### src/rtl/uart_rx_mmio_if.sv
// Core-side read bus of the UART receiver: strobe, address, registered data and irq.
// The master is the core and the slave is the peripheral.
interface uart_rx_mmio_if;
  logic        read_valid;
  logic [31:0] read_address;
  logic [31:0] read_data;
  logic        rx_irq;

  modport master (output read_valid, read_address, input read_data, rx_irq);
  modport slave  (input read_valid, read_address, output read_data, rx_irq);
endinterface

### src/rtl/uart_rx_mmio.sv
// 8N1 UART receiver with RX FIFO and MMIO read port. read_data is valid 1 cycle after read_valid.
// There is no backpressure to the line: a byte that arrives while the FIFO is full is dropped and flagged.
module uart_rx_mmio #(
  parameter int          CLK_FREQUENCY = 50,
  parameter int          BAUD_RATE     = 115200,
  parameter logic [31:0] BASE_ADDRESS  = 32'h10000000,
  parameter int          FIFO_DEPTH    = 8
) (
  input  logic          clk_in,
  input  logic          rst,
  input  logic          rx_pin,
  uart_rx_mmio_if.slave bus
);
  localparam int DIV  = CLK_FREQUENCY * 1000000 / BAUD_RATE;
  localparam int CNTW = $clog2(DIV) + 1;
  localparam int PW   = $clog2(FIFO_DEPTH);
  localparam int CW   = PW + 1;
  localparam logic [CNTW-1:0] HALF_M1 = CNTW'(DIV / 2 - 1);
  localparam logic [CNTW-1:0] FULL_M1 = CNTW'(DIV - 1);
  localparam logic [CW-1:0]   DEPTH_C = CW'(FIFO_DEPTH);

  typedef enum logic [2:0] {IDLE, START, DATA, STOP, BREAK} state_t;

  // sync_q[1] is the synchronised line, sync_q[2] its previous value for edge detection
  logic [2:0] sync_q;
  logic       line_s;

  always_ff @(posedge clk_in) begin
    if (rst) sync_q <= '1;
    else     sync_q <= {sync_q[1:0], rx_pin};
  end

  assign line_s = sync_q[1];

  state_t          state_q;
  logic [CNTW-1:0] cnt_q;
  logic [2:0]      bit_q;
  logic [7:0]      shift_q;
  logic            push_q;
  logic            ferr_set_q;

  always_ff @(posedge clk_in) begin
    if (rst) begin
      state_q    <= IDLE;
      cnt_q      <= '0;
      bit_q      <= '0;
      shift_q    <= '0;
      push_q     <= 1'b0;
      ferr_set_q <= 1'b0;
    end else begin
      push_q     <= 1'b0;
      ferr_set_q <= 1'b0;
      case (state_q)
        IDLE: begin
          if (sync_q[2] && !line_s) begin
            state_q <= START;
            cnt_q   <= '0;
          end
        end
        START: begin
          if (cnt_q == HALF_M1) begin
            cnt_q   <= '0;
            bit_q   <= '0;
            state_q <= line_s ? IDLE : DATA;
          end else begin
            cnt_q <= cnt_q + 1'b1;
          end
        end
        DATA: begin
          if (cnt_q == FULL_M1) begin
            cnt_q   <= '0;
            shift_q <= {line_s, shift_q[7:1]};
            bit_q   <= bit_q + 1'b1;
            if (bit_q == 3'd7) state_q <= STOP;
          end else begin
            cnt_q <= cnt_q + 1'b1;
          end
        end
        STOP: begin
          if (cnt_q == FULL_M1) begin
            cnt_q <= '0;
            if (line_s) begin
              push_q  <= 1'b1;
              state_q <= IDLE;
            end else begin
              ferr_set_q <= 1'b1;
              state_q    <= BREAK;
            end
          end else begin
            cnt_q <= cnt_q + 1'b1;
          end
        end
        BREAK:   if (line_s) state_q <= IDLE;
        default: state_q <= IDLE;
      endcase
    end
  end

  logic [7:0]    mem_q [FIFO_DEPTH];
  logic [PW-1:0] wr_ptr_q, rd_ptr_q;
  logic [CW-1:0] count_q, count_d;
  logic          overrun_q, frame_err_q, rx_irq_q;
  logic [31:0]   read_data_q, read_data_d;
  logic          empty, full, rd_data_hit, rd_stat_hit, pop, push_ok;

  always_comb begin
    empty       = (count_q == '0);
    full        = (count_q == DEPTH_C);
    rd_data_hit = bus.read_valid && (bus.read_address == BASE_ADDRESS);
    rd_stat_hit = bus.read_valid && (bus.read_address == BASE_ADDRESS + 32'd1);
    pop         = rd_data_hit && !empty;
    // a pop in the same cycle frees the slot the push needs
    push_ok     = push_q && (!full || pop);

    count_d = count_q;
    if (push_ok && !pop)      count_d = count_q + 1'b1;
    else if (!push_ok && pop) count_d = count_q - 1'b1;

    read_data_d = read_data_q;
    if (bus.read_valid) begin
      read_data_d = '0;
      if (pop)              read_data_d = {24'b0, mem_q[rd_ptr_q]};
      else if (rd_stat_hit) read_data_d = {28'b0, frame_err_q, overrun_q, full, !empty};
    end
  end

  always_ff @(posedge clk_in) begin
    if (push_ok) mem_q[wr_ptr_q] <= shift_q;
  end

  always_ff @(posedge clk_in) begin
    if (rst) begin
      wr_ptr_q    <= '0;
      rd_ptr_q    <= '0;
      count_q     <= '0;
      overrun_q   <= 1'b0;
      frame_err_q <= 1'b0;
      read_data_q <= '0;
      rx_irq_q    <= 1'b0;
    end else begin
      if (push_ok) wr_ptr_q <= wr_ptr_q + 1'b1;
      if (pop)     rd_ptr_q <= rd_ptr_q + 1'b1;
      count_q     <= count_d;
      overrun_q   <= (push_q && !push_ok) || (overrun_q && !rd_stat_hit);
      frame_err_q <= ferr_set_q || (frame_err_q && !rd_stat_hit);
      read_data_q <= read_data_d;
      rx_irq_q    <= (count_d != '0);
    end
  end

  assign bus.read_data = read_data_q;
  assign bus.rx_irq    = rx_irq_q;
endmodule

### src/flat_wrapper.sv
// flat-port wrapper written by rule: the top's interface ports become plain ports
module uart_rx_mmio_flat 
#(
  parameter int          CLK_FREQUENCY = 50,
  parameter int          BAUD_RATE     = 115200,
  parameter logic [31:0] BASE_ADDRESS  = 32'h10000000,
  parameter int          FIFO_DEPTH    = 8
)
  (clk_in, rst, rx_pin, bus_read_valid, bus_read_address, bus_read_data, bus_rx_irq);
  uart_rx_mmio_if bus_i ();
  input  logic clk_in;
  input  logic rst;
  input  logic rx_pin;
  input wire logic [$bits(bus_i.read_valid)-1:0] bus_read_valid;
  input wire logic [$bits(bus_i.read_address)-1:0] bus_read_address;
  output wire logic [$bits(bus_i.read_data)-1:0] bus_read_data;
  output wire logic [$bits(bus_i.rx_irq)-1:0] bus_rx_irq;
  assign bus_i.read_valid = bus_read_valid;
  assign bus_i.read_address = bus_read_address;
  assign bus_read_data = bus_i.read_data;
  assign bus_rx_irq = bus_i.rx_irq;
  uart_rx_mmio #(.CLK_FREQUENCY(CLK_FREQUENCY), .BAUD_RATE(BAUD_RATE), .BASE_ADDRESS(BASE_ADDRESS), .FIFO_DEPTH(FIFO_DEPTH)) u_core (.clk_in(clk_in), .rst(rst), .rx_pin(rx_pin), .bus(bus_i));
endmodule
### config.mk
export PLATFORM = sky130hd
export DESIGN_NAME = uart_rx_mmio_flat
export DESIGN_NICKNAME = d
export VERILOG_FILES = /design/src/rtl/uart_rx_mmio_if.sv /design/src/rtl/uart_rx_mmio.sv /design/src/flat_wrapper.sv
export SDC_FILE = /design/constraint.sdc
export NUM_CORES = 1
export LEC_CHECK = 0
export ABC_CLOCK_PERIOD_IN_PS = 3510
export BUFFER_PORTS_ARGS = -buffer_cell sky130_fd_sc_hd__buf_2
export CAP_MARGIN = 25
export CORE_UTILIZATION = 45
export CTS_CLUSTER_DIAMETER = 120
export DETAILED_ROUTE_END_ITERATION = 6
export PLACE_DENSITY = 0.77
export RECOVER_POWER = 50
export SLEW_MARGIN = 20
export SYNTH_ARGS = -nofsm -noshare
export SYNTH_HDL_FRONTEND = slang
export SYNTH_SLANG_ARGS = --single-unit
### constraint.sdc
create_clock -name clk_in -period 3.51 [get_ports clk_in]
set_clock_uncertainty 0.05 [all_clocks]
set_input_delay 0.1755 -clock clk_in [delete_from_list [all_inputs] [get_ports clk_in]]
set_output_delay 0.1755 -clock clk_in [all_outputs]
set_load 0.02 [all_outputs]
==> results by group, run 1 <==
Detailed routing
  • DR iter-0 viols: 157
  • Wire length per cell: 15.76 um
  • Post-DRT Antenna Nets: 0
  • Via count: 3,336
  • DRC viols: 0
  • DR vias/cell: 5.363
  • Pre-antenna DRT Iters: 4
  • Final WL: 9802 um

Yosys
  • Top post-synthesis cells by area: edfxtp_1 37%, dfxtp_1 21%, mux4_2 7.0%, nor2_1 3.9%, buf_4 3.5%
  • Synthesized area per cell: 12.42 um^2
  • Most frequent cell after synthesis: edfxtp_1
  • Unique cell type count in the Yosys netlist: 56
  • #FFs+latches synth: 117
  • Synthesized cell area: 5130 um^2
  • Commonest cells in the netlist: 64 x edfxtp_1, 53 x dfxtp_1, 53 x nor2_1, 24 x buf_4, 20 x nand2_1
  • Main combinational cell family by area after synthesis: simple AND/OR/NAND/NOR gates
  • Register area share after synthesis: 58.15%
  • Synth top area share: 37.46%
  • Synth Area in Simple Gates: 14.90%
  • Post-synthesis mux area share: 11.68%
  • Compound-Gate Fraction of Synth Area: 5.805%
  • Synth warn: 0
  • Async SR Flop Fraction: 0%
  • Post-Synthesis Cells: 413
  • Adder-cell share of the synthesized area: 2.195%
  • Primary FF master, synth: edfxtp_1
  • Cell taking the most area after synthesis: edfxtp_1
  • Xor/xnor share of the synthesized area: 1.537%
  • Post-synth EDFFs: 64

Worst setup path
  • Worst EP required: 3.50 ns
  • Critical path arrival: 3.00 ns
  • Largest delay share family, worst path: simple AND/OR/NAND/NOR gates
  • R2R Path End: u_core.mem_q[0][2]$_DFFE_PP_
  • Flop-to-flop setup slack: 0.49 ns
  • Worst path max stage delay: 0.56 ns
  • CP endpoint: u_core.mem_q[0][2]$_DFFE_PP_
  • Critical path class: flop to flop
  • Critical path startpoint category: flop
  • Worst R2R Start: u_core.count_q[0]$_SDFF_PP0_
  • Crit. End Element: flop
  • Crit. path cell count: 8
  • Crit-path cells: inv_1, ha_1, nor3b_1, or2_4, nor4_4, o21ai_1, or2_4, nor3_2
  • WP buf/inv: 1
  • Critical-path top delay cell: nor3_2
  • Most common cell type on the critical path: or2_4
  • CP startpoint: u_core.count_q[0]$_SDFF_PP0_
  • Reg2Reg Depth: 8
  • CP Max Fanout: 9

Run status
  • Outcome: finished, violations left
  • Failing checks: max-capacitance violations, max-slew violations

Power and ir drop
  • Sw Ratio: 21.90%
  • Peak VDD IR: 352.0 uV
  • Logic gate share of total power: 4.8%
  • Sequential Power Share: 42.5%
  • Power Density: 569.9 nW/um^2
  • Net Sw Power: 754.5 uW
  • Clock power frac: 52.7%
  • Int Pwr: 2.691 mW
  • Leakage: 2.199 nW

Placement
  • GPL Wtd Cong: 0.8486
  • Post-DP HPWL: 6484 um
  • Port bufs: 44
  • Placed instance count: 589

STA
  • Relative slew margins: -32.80%
  • Max Clock Freq: 0.3314 GHz
  • Clock period minus worst slack: 3.018 ns
  • Final setup fails: 0
  • Hold WS: 0.07315 ns
  • Final slew viol count: 46
  • Fin. Hold Viols: 0
  • RSZ-0062 raised after global routing: false
  • Setup TNS: 0 ns
  • Slew of the pin with the lowest slew margin: 1.992 ns
  • Final period util: 85.97%

Flow run
  • Max-Cap Viols: 1

Die
  • Ports: 69
  • Die Span Y: 108.8 um
  • Initial Util: 46.71%
  • Site Rows: 38
  • Die area: 11,830 um^2
  • Die W: 108.8 um
  • Core area: 10,980 um^2

Final layout
  • Post-route insts no fill: 622
  • Fill count: 847
  • Nets@finish: 514
  • Synth-to-layout area growth: 17.88%
  • Multi-input logic area: 1943 um^2
  • N_diodes: 0
  • FF+latch area: 2983 um^2
  • Share of post-route cells with drive strength above 1: 21.99%

GRT
  • Initial antenna violation count: 0
  • Pin count of the biggest net entering global routing: 46
  • Global route overflow: 0
  • First-pass GRT wire length: 15,760 um
  • GR Util All Layers: 18.30%
  • Vias in the first global route: 3,188

Clocking
  • Clock transition at the registers of the reported paths: 0.05 ns
  • Maximum clock insertion buffer count: 2
  • CTS tree: yes
  • H-Tree Depth: 4
  • CTS sink cnt: 117
  • Inserted Clock Buffers: 17
  • Worst-Skew Late Latency: 0.41 ns
  • Number of setup buffers added after CTS: 0
  • Root Buffer: clkbuf_16

Hold path
  • Min-Delay Path Class: input port to flop
-- worst min path at each step --
stage	startpoint	endpoint	slack, ns	depth (start not counted)
2_1_floorplan	rx_pin	u_core.sync_q[0]$_SDFF_PP1_	0.23	1
5_1_grt	bus_read_valid	u_core.bus.read_data[7]$_SDFFE_PP0P_	0.13	4
3_3_place_gp	rx_pin	u_core.sync_q[0]$_SDFF_PP1_	0.31	2
4_1_cts	bus_read_valid	u_core.bus.read_data[7]$_SDFFE_PP0P_	0.06	4
3_5_place_dp	rx_pin	u_core.sync_q[0]$_SDFF_PP1_	0.31	2
6_report	bus_read_valid	u_core.bus.read_data[7]$_SDFFE_PP0P_	0.07	4
-- through the flow --
stage,total power [mW],setup WS [ns],util [%],instance area [um^2]
floorplan,1.632,0.5963,-,5216
global placement,1.652,0.7358,49.34,5419
detailed placement,1.659,0.5275,49.34,5419
CTS,3.471,0.4894,55.17,6060
global route,3.560,0.2868,55.06,6047
finish,3.446,0.4923,55.06,6047
-- area by class of cell --
| class | instances | area share [%] |
|---|---|---|
| sequential | 117 | 49.33 |
| multi-input combinational | 271 | 32.13 |
| clock buffer | 17 | 7.035 |
| timing repair buffer | 54 | 4.718 |
| clock inverter | 15 | 3.393 |
| tap | 140 | 2.897 |
| inverter | 8 | 0.4966 |
-- registers in the layout, summed over array words and instances (netlist names), 3 cells and up, named ones only --
signal                cells
u_core.mem_q             64
u_core.cnt_q             10
u_core.bus.read_data      8
u_core.shift_q            8
u_core.count_q            4
u_core.bit_q              3
u_core.rd_ptr_q           3
u_core.state_q            3
u_core.sync_q             3
u_core.wr_ptr_q           3
-- power by group through the flow --
stage	sequential (mW)	clock, mW	combinational, mW
6_report	1.47	1.82	0.165
5_1_grt	1.47	1.90	0.192
4_1_cts	1.47	1.84	0.169
3_5_place_dp	1.49	0	0.165
3_3_place_gp	1.49	0	0.161
2_1_floorplan	1.48	0	0.148
-- logic make-up (layout without fill, tap and decap cells) --
logic type	Yosys count	after routing
AO/OA/AOI/OAI	45	45
flip-flops	117	117
other	1	24
XOR/XNOR	9	9
AND/OR/NAND/NOR	145	145
buffers and inverters	48	94
multiplexers	39	39
adder cells (fa/ha/maj)	9	9
-- layer usage --
metal	part of all wire, %	wire, um	track usage [%]	vias up
li1	-	-	-	1591
met1	42	4144	21.63	1589
met2	49	4838	30.92	143
met3	6.9	677	5.320	13
met4	1.4	141	8.012	0
met5	0	0	0	-
-- worst min-delay path: cells and delay by family --
family,cells,cell delay [ns]
AO/OA/AOI/OAI,1,0.11
AND/OR/NAND/NOR,2,0.10
buffers and inverters,1,0.11
-- repair_timing --
action,CTS,global route
hold endpoints to repair,1,0
resized for setup,0,0
hold buffers,1,0
-- layout by cell type (no fill, tap or decap), types with 8 or more instances in the layout --
| master | Yosys | routed |
|---|---|---|
| buf_2 | 4 | 34 |
| dfxtp_1 | 53 | 53 |
| ha_1 | 9 | 9 |
| nor2_1 | 53 | 53 |
| buf_4 | 24 | 9 |
| conb_1 | 1 | 24 |
| nor3_1 | 9 | 9 |
| clkbuf_16 | 0 | 17 |
| a21oi_1 | 13 | 13 |
| inv_1 | 7 | 8 |
| clkbuf_1 | 9 | 10 |
| nand2_1 | 20 | 20 |
| edfxtp_1 | 64 | 64 |
| mux2i_1 | 16 | 16 |
| mux4_2 | 16 | 16 |
(Power assumes the default switching activity.)
==> inputs of run 2 (changes only) <==
--- a/config.mk
+++ b/config.mk
@@ -5,13 +5,13 @@
 export SDC_FILE = /design/constraint.sdc
 export NUM_CORES = 1
 export LEC_CHECK = 0
-export ABC_CLOCK_PERIOD_IN_PS = 3510
+export ABC_CLOCK_PERIOD_IN_PS = 2600
 export BUFFER_PORTS_ARGS = -buffer_cell sky130_fd_sc_hd__buf_2
 export CAP_MARGIN = 25
 export CORE_UTILIZATION = 45
 export CTS_CLUSTER_DIAMETER = 120
 export DETAILED_ROUTE_END_ITERATION = 6
-export PLACE_DENSITY = 0.77
+export PLACE_DENSITY = 0.79
 export RECOVER_POWER = 50
 export SLEW_MARGIN = 20
 export SYNTH_ARGS = -nofsm -noshare
==> constraint.sdc (replaced) <==
create_clock -name clk_in -period 2.6 [get_ports clk_in]
set_clock_uncertainty 0.05 [all_clocks]
set_input_delay 0.13 -clock clk_in [delete_from_list [all_inputs] [get_ports clk_in]]
set_output_delay 0.13 -clock clk_in [all_outputs]
set_load 0.02 [all_outputs]
==> results by group, run 2 (synthesis gave the netlist of run 1 again) <==
Clocking
  • Resized cells post-CTS: 0 (unchanged)
  • Clock transition at the registers of the reported paths: 0.06 ns (about the same)
  • CTS sink cnt: 117 (unchanged)
  • Number of setup buffers added after CTS: 0 (unchanged)
  • CTS tree: yes
  • H-Tree Depth: 4 (unchanged)
  • Inserted Clock Buffers: 17 (unchanged)
  • Maximum clock insertion buffer count: 2 (unchanged)
  • Root Buffer: clkbuf_16
  • Worst-Skew Late Latency: 0.40 ns (about the same)

Worst setup path
  • Crit. path cell count: 8 (unchanged)
  • Critical-path top delay cell: nor3_4
  • Critical path arrival: 2.45 ns (-0.55 ns)
  • Worst EP required: 2.59 ns (-0.91 ns)
  • Reg2Reg Depth: 8 (unchanged)
  • Crit-path cells: inv_1, ha_1, nor3b_1, or2_4, nor4_4, o21ai_1, or2_4, nor3_4
  • Most common cell type on the critical path: or2_4
  • Worst path max stage delay: 0.39 ns (-0.17 ns)
  • CP Max Fanout: 8 (-1)
  • Critical path class: flop to flop
  • Crit. End Element: flop
  • Critical path startpoint category: flop
  • Largest delay share family, worst path: simple AND/OR/NAND/NOR gates
  • WP buf/inv: 1 (unchanged)

Final layout
  • Fill count: 870 (+2.7%)
  • FF+latch area: 2983 um^2 (unchanged)
  • Largest register FFs: 64 (unchanged)
  • Largest regs: u_core.mem_q (64), u_core.cnt_q (10)
  • Share of post-route cells with drive strength above 1: 22.84% (+0.85 points)
  • Multi-input logic area: 1977 um^2 (+1.7%)
  • Post-layout instance area: 6101 um^2 (+0.89%)
  • Synth-to-layout area growth: 18.93%
  • Nets@finish: 518 (+0.78%)
  • N_diodes: 0 (unchanged)
  • Most frequent cells in the layout: 64 x edfxtp_1, 53 x dfxtp_1, 50 x nor2_1, 34 x buf_2, 24 x conb_1
  • Post-route insts no fill: 626 (+0.64%)
  • Most common cell after layout, fill and taps aside: edfxtp_1
  • Largest reg by FF count: u_core.mem_q

Placement
  • Placed instance area: 5483 um^2 (+1.2%)
  • Port bufs: 44 (unchanged)
  • Placed instance count: 593 (+0.68%)
  • GPL Wtd Cong: 0.8299 (-2.2%)
  • Post-DP HPWL: 6492 um (+0.12%)

Die
  • Core area: 10,980 um^2 (unchanged)
  • Initial Util: 46.71% (unchanged)
  • Site Rows: 38 (unchanged)
  • Ports: 69 (unchanged)
  • Die Span Y: 108.8 um (unchanged)
  • Die W: 108.8 um (unchanged)
  • Die area: 11,830 um^2 (unchanged)

Power and ir drop
  • Leakage: 2.200 nW (about the same)
  • Int Pwr: 3.642 mW (+35%)
  • Overall Power: 4.670 mW (+36%)
  • Logic gate share of total power: 4.9% (about the same)
  • Sequential Power Share: 42.4% (about the same)
  • Peak VDD IR: 410.5 uV (+17%)
  • Clock power frac: 52.7% (about the same)
  • Power Density: 765.5 nW/um^2 (+34%)
  • Sw Ratio: 22.02% (+0.12 points)
  • Net Sw Power: 1.028 mW (+36%)

Flow run
  • Max-Cap Viols: 1 (unchanged)

Detailed routing
  • Pre-antenna DRT Iters: 4 (unchanged)
  • Wire length per cell: 16.18 um (+2.6%)
  • DR vias/cell: 5.433 (+1.3%)
  • Post-DRT Antenna Nets: 0 (unchanged)
  • DRC viols: 0 (unchanged)
  • Final WL: 10,130 um (+3.3%)
  • Via count: 3,401 (+1.9%)
  • DR iter-0 viols: 185 (+18%)

STA
  • Max Clock Freq: 0.4057 GHz (+22%)
  • Slew of the pin with the lowest slew margin: 1.954 ns (-0.03802 ns)
  • Final setup fails: 0 (unchanged)
  • Setup TNS: 0 ns (unchanged)
  • Final slew viol count: 46 (unchanged)
  • Fin. Hold Viols: 0 (unchanged)
  • Clock period minus worst slack: 2.465 ns (-0.5530 ns)
  • Hold WS: 0.06331 ns (-0.009839 ns)
  • Final period util: 94.80% (+8.8 points)
  • RSZ-0062 raised after global routing: false
  • Relative slew margins: -30.26% (+2.5 points)

Hold path
  • Hold path depth: 4 (unchanged)
  • Min-Delay Path Class: input port to flop

GRT
  • Global route overflow: 0 (unchanged)
  • First-pass GRT wire length: 16,320 um (+3.5%)
  • Vias in the first global route: 3,375 (+5.9%)
  • GR Util All Layers: 18.59% (+0.29 points)
  • Initial antenna violation count: 0 (unchanged)
  • Pin count of the biggest net entering global routing: 46 (unchanged)

Run status
  • Outcome: finished, violations left
  • Failing checks: max-capacitance violations, max-slew violations
-- run 2: per-layer routing --
layer | up-vias | track usage (%) | part of all wire, %
met1 | 1638 | 20.88 | 40
met4 | 0 | 7.432 | 0.98
met2 | 157 | 33.23 | 52
met5 | - | 0 | 0
li1 | 1595 | - | -
met3 | 11 | 5.140 | 7.1
-- run 2: path summary, 6_finish.rpt --
check | startpoint | end | slack (ns)
setup reg to reg | u_core.count_q[0]$_SDFF_PP0_ | u_core.mem_q[0][1]$_DFFE_PP_ | 0.14
hold / removal | bus_read_valid | u_core.bus.read_data[3]$_SDFFE_PP0P_ | 0.06
hold reg to reg | u_core.sync_q[0]$_SDFF_PP1_ | u_core.sync_q[1]$_SDFF_PP1_ | 0.36
setup / recovery | u_core.count_q[0]$_SDFF_PP0_ | u_core.mem_q[0][1]$_DFFE_PP_ | 0.14
-- run 2: power groups by stage --
| stage | clock network (mW) | logic, mW | registers, mW |
|---|---|---|---|
| 2_1_floorplan | 0 | 0.199 | 2.00 |
| 3_3_place_gp | 0 | 0.216 | 2.01 |
| 3_5_place_dp | 0 | 0.226 | 2.02 |
| 4_1_cts | 2.49 | 0.231 | 1.98 |
| 5_1_grt | 2.57 | 0.264 | 1.98 |
| 6_report | 2.46 | 0.230 | 1.98 |
-- run 2: worst register-to-register path: stages, from the launching register on --
cell	delay, ns
dfxtp_1	0.32
inv_1	0.05
ha_1	0.23
nor3b_1	0.16
or2_4	0.24
nor4_4	0.17
o21ai_1	0.17
or2_4	0.32
nor3_4	0.39
-- run 2: metrics by stage --
| step | worst slack [ns] | utilization, % |
|---|---|---|
| floorplan | 0.03014 | - |
| global placement | 0.1990 | 49.92 |
| detailed placement | 0.1713 | 49.92 |
| CTS | 0.08867 | 55.75 |
| global route | 0.006606 | 55.55 |
| finish | 0.1352 | 55.55 |
-- run 2: what timing repair did --
item | CTS | global route
endpoints found under the hold margin | 1 | 0
endpoints found under the setup margin | 0 | 8
hold buffers | 1 | 0
-- run 2: cell type report --
cell class | instances | area share [%]
multi-input combinational | 271 | 32.40
clock buffer | 18 | 7.034
timing repair buffer | 58 | 5.004
clock inverter | 14 | 3.302
tap | 140 | 2.871
sequential | 117 | 48.89
inverter | 8 | 0.4922
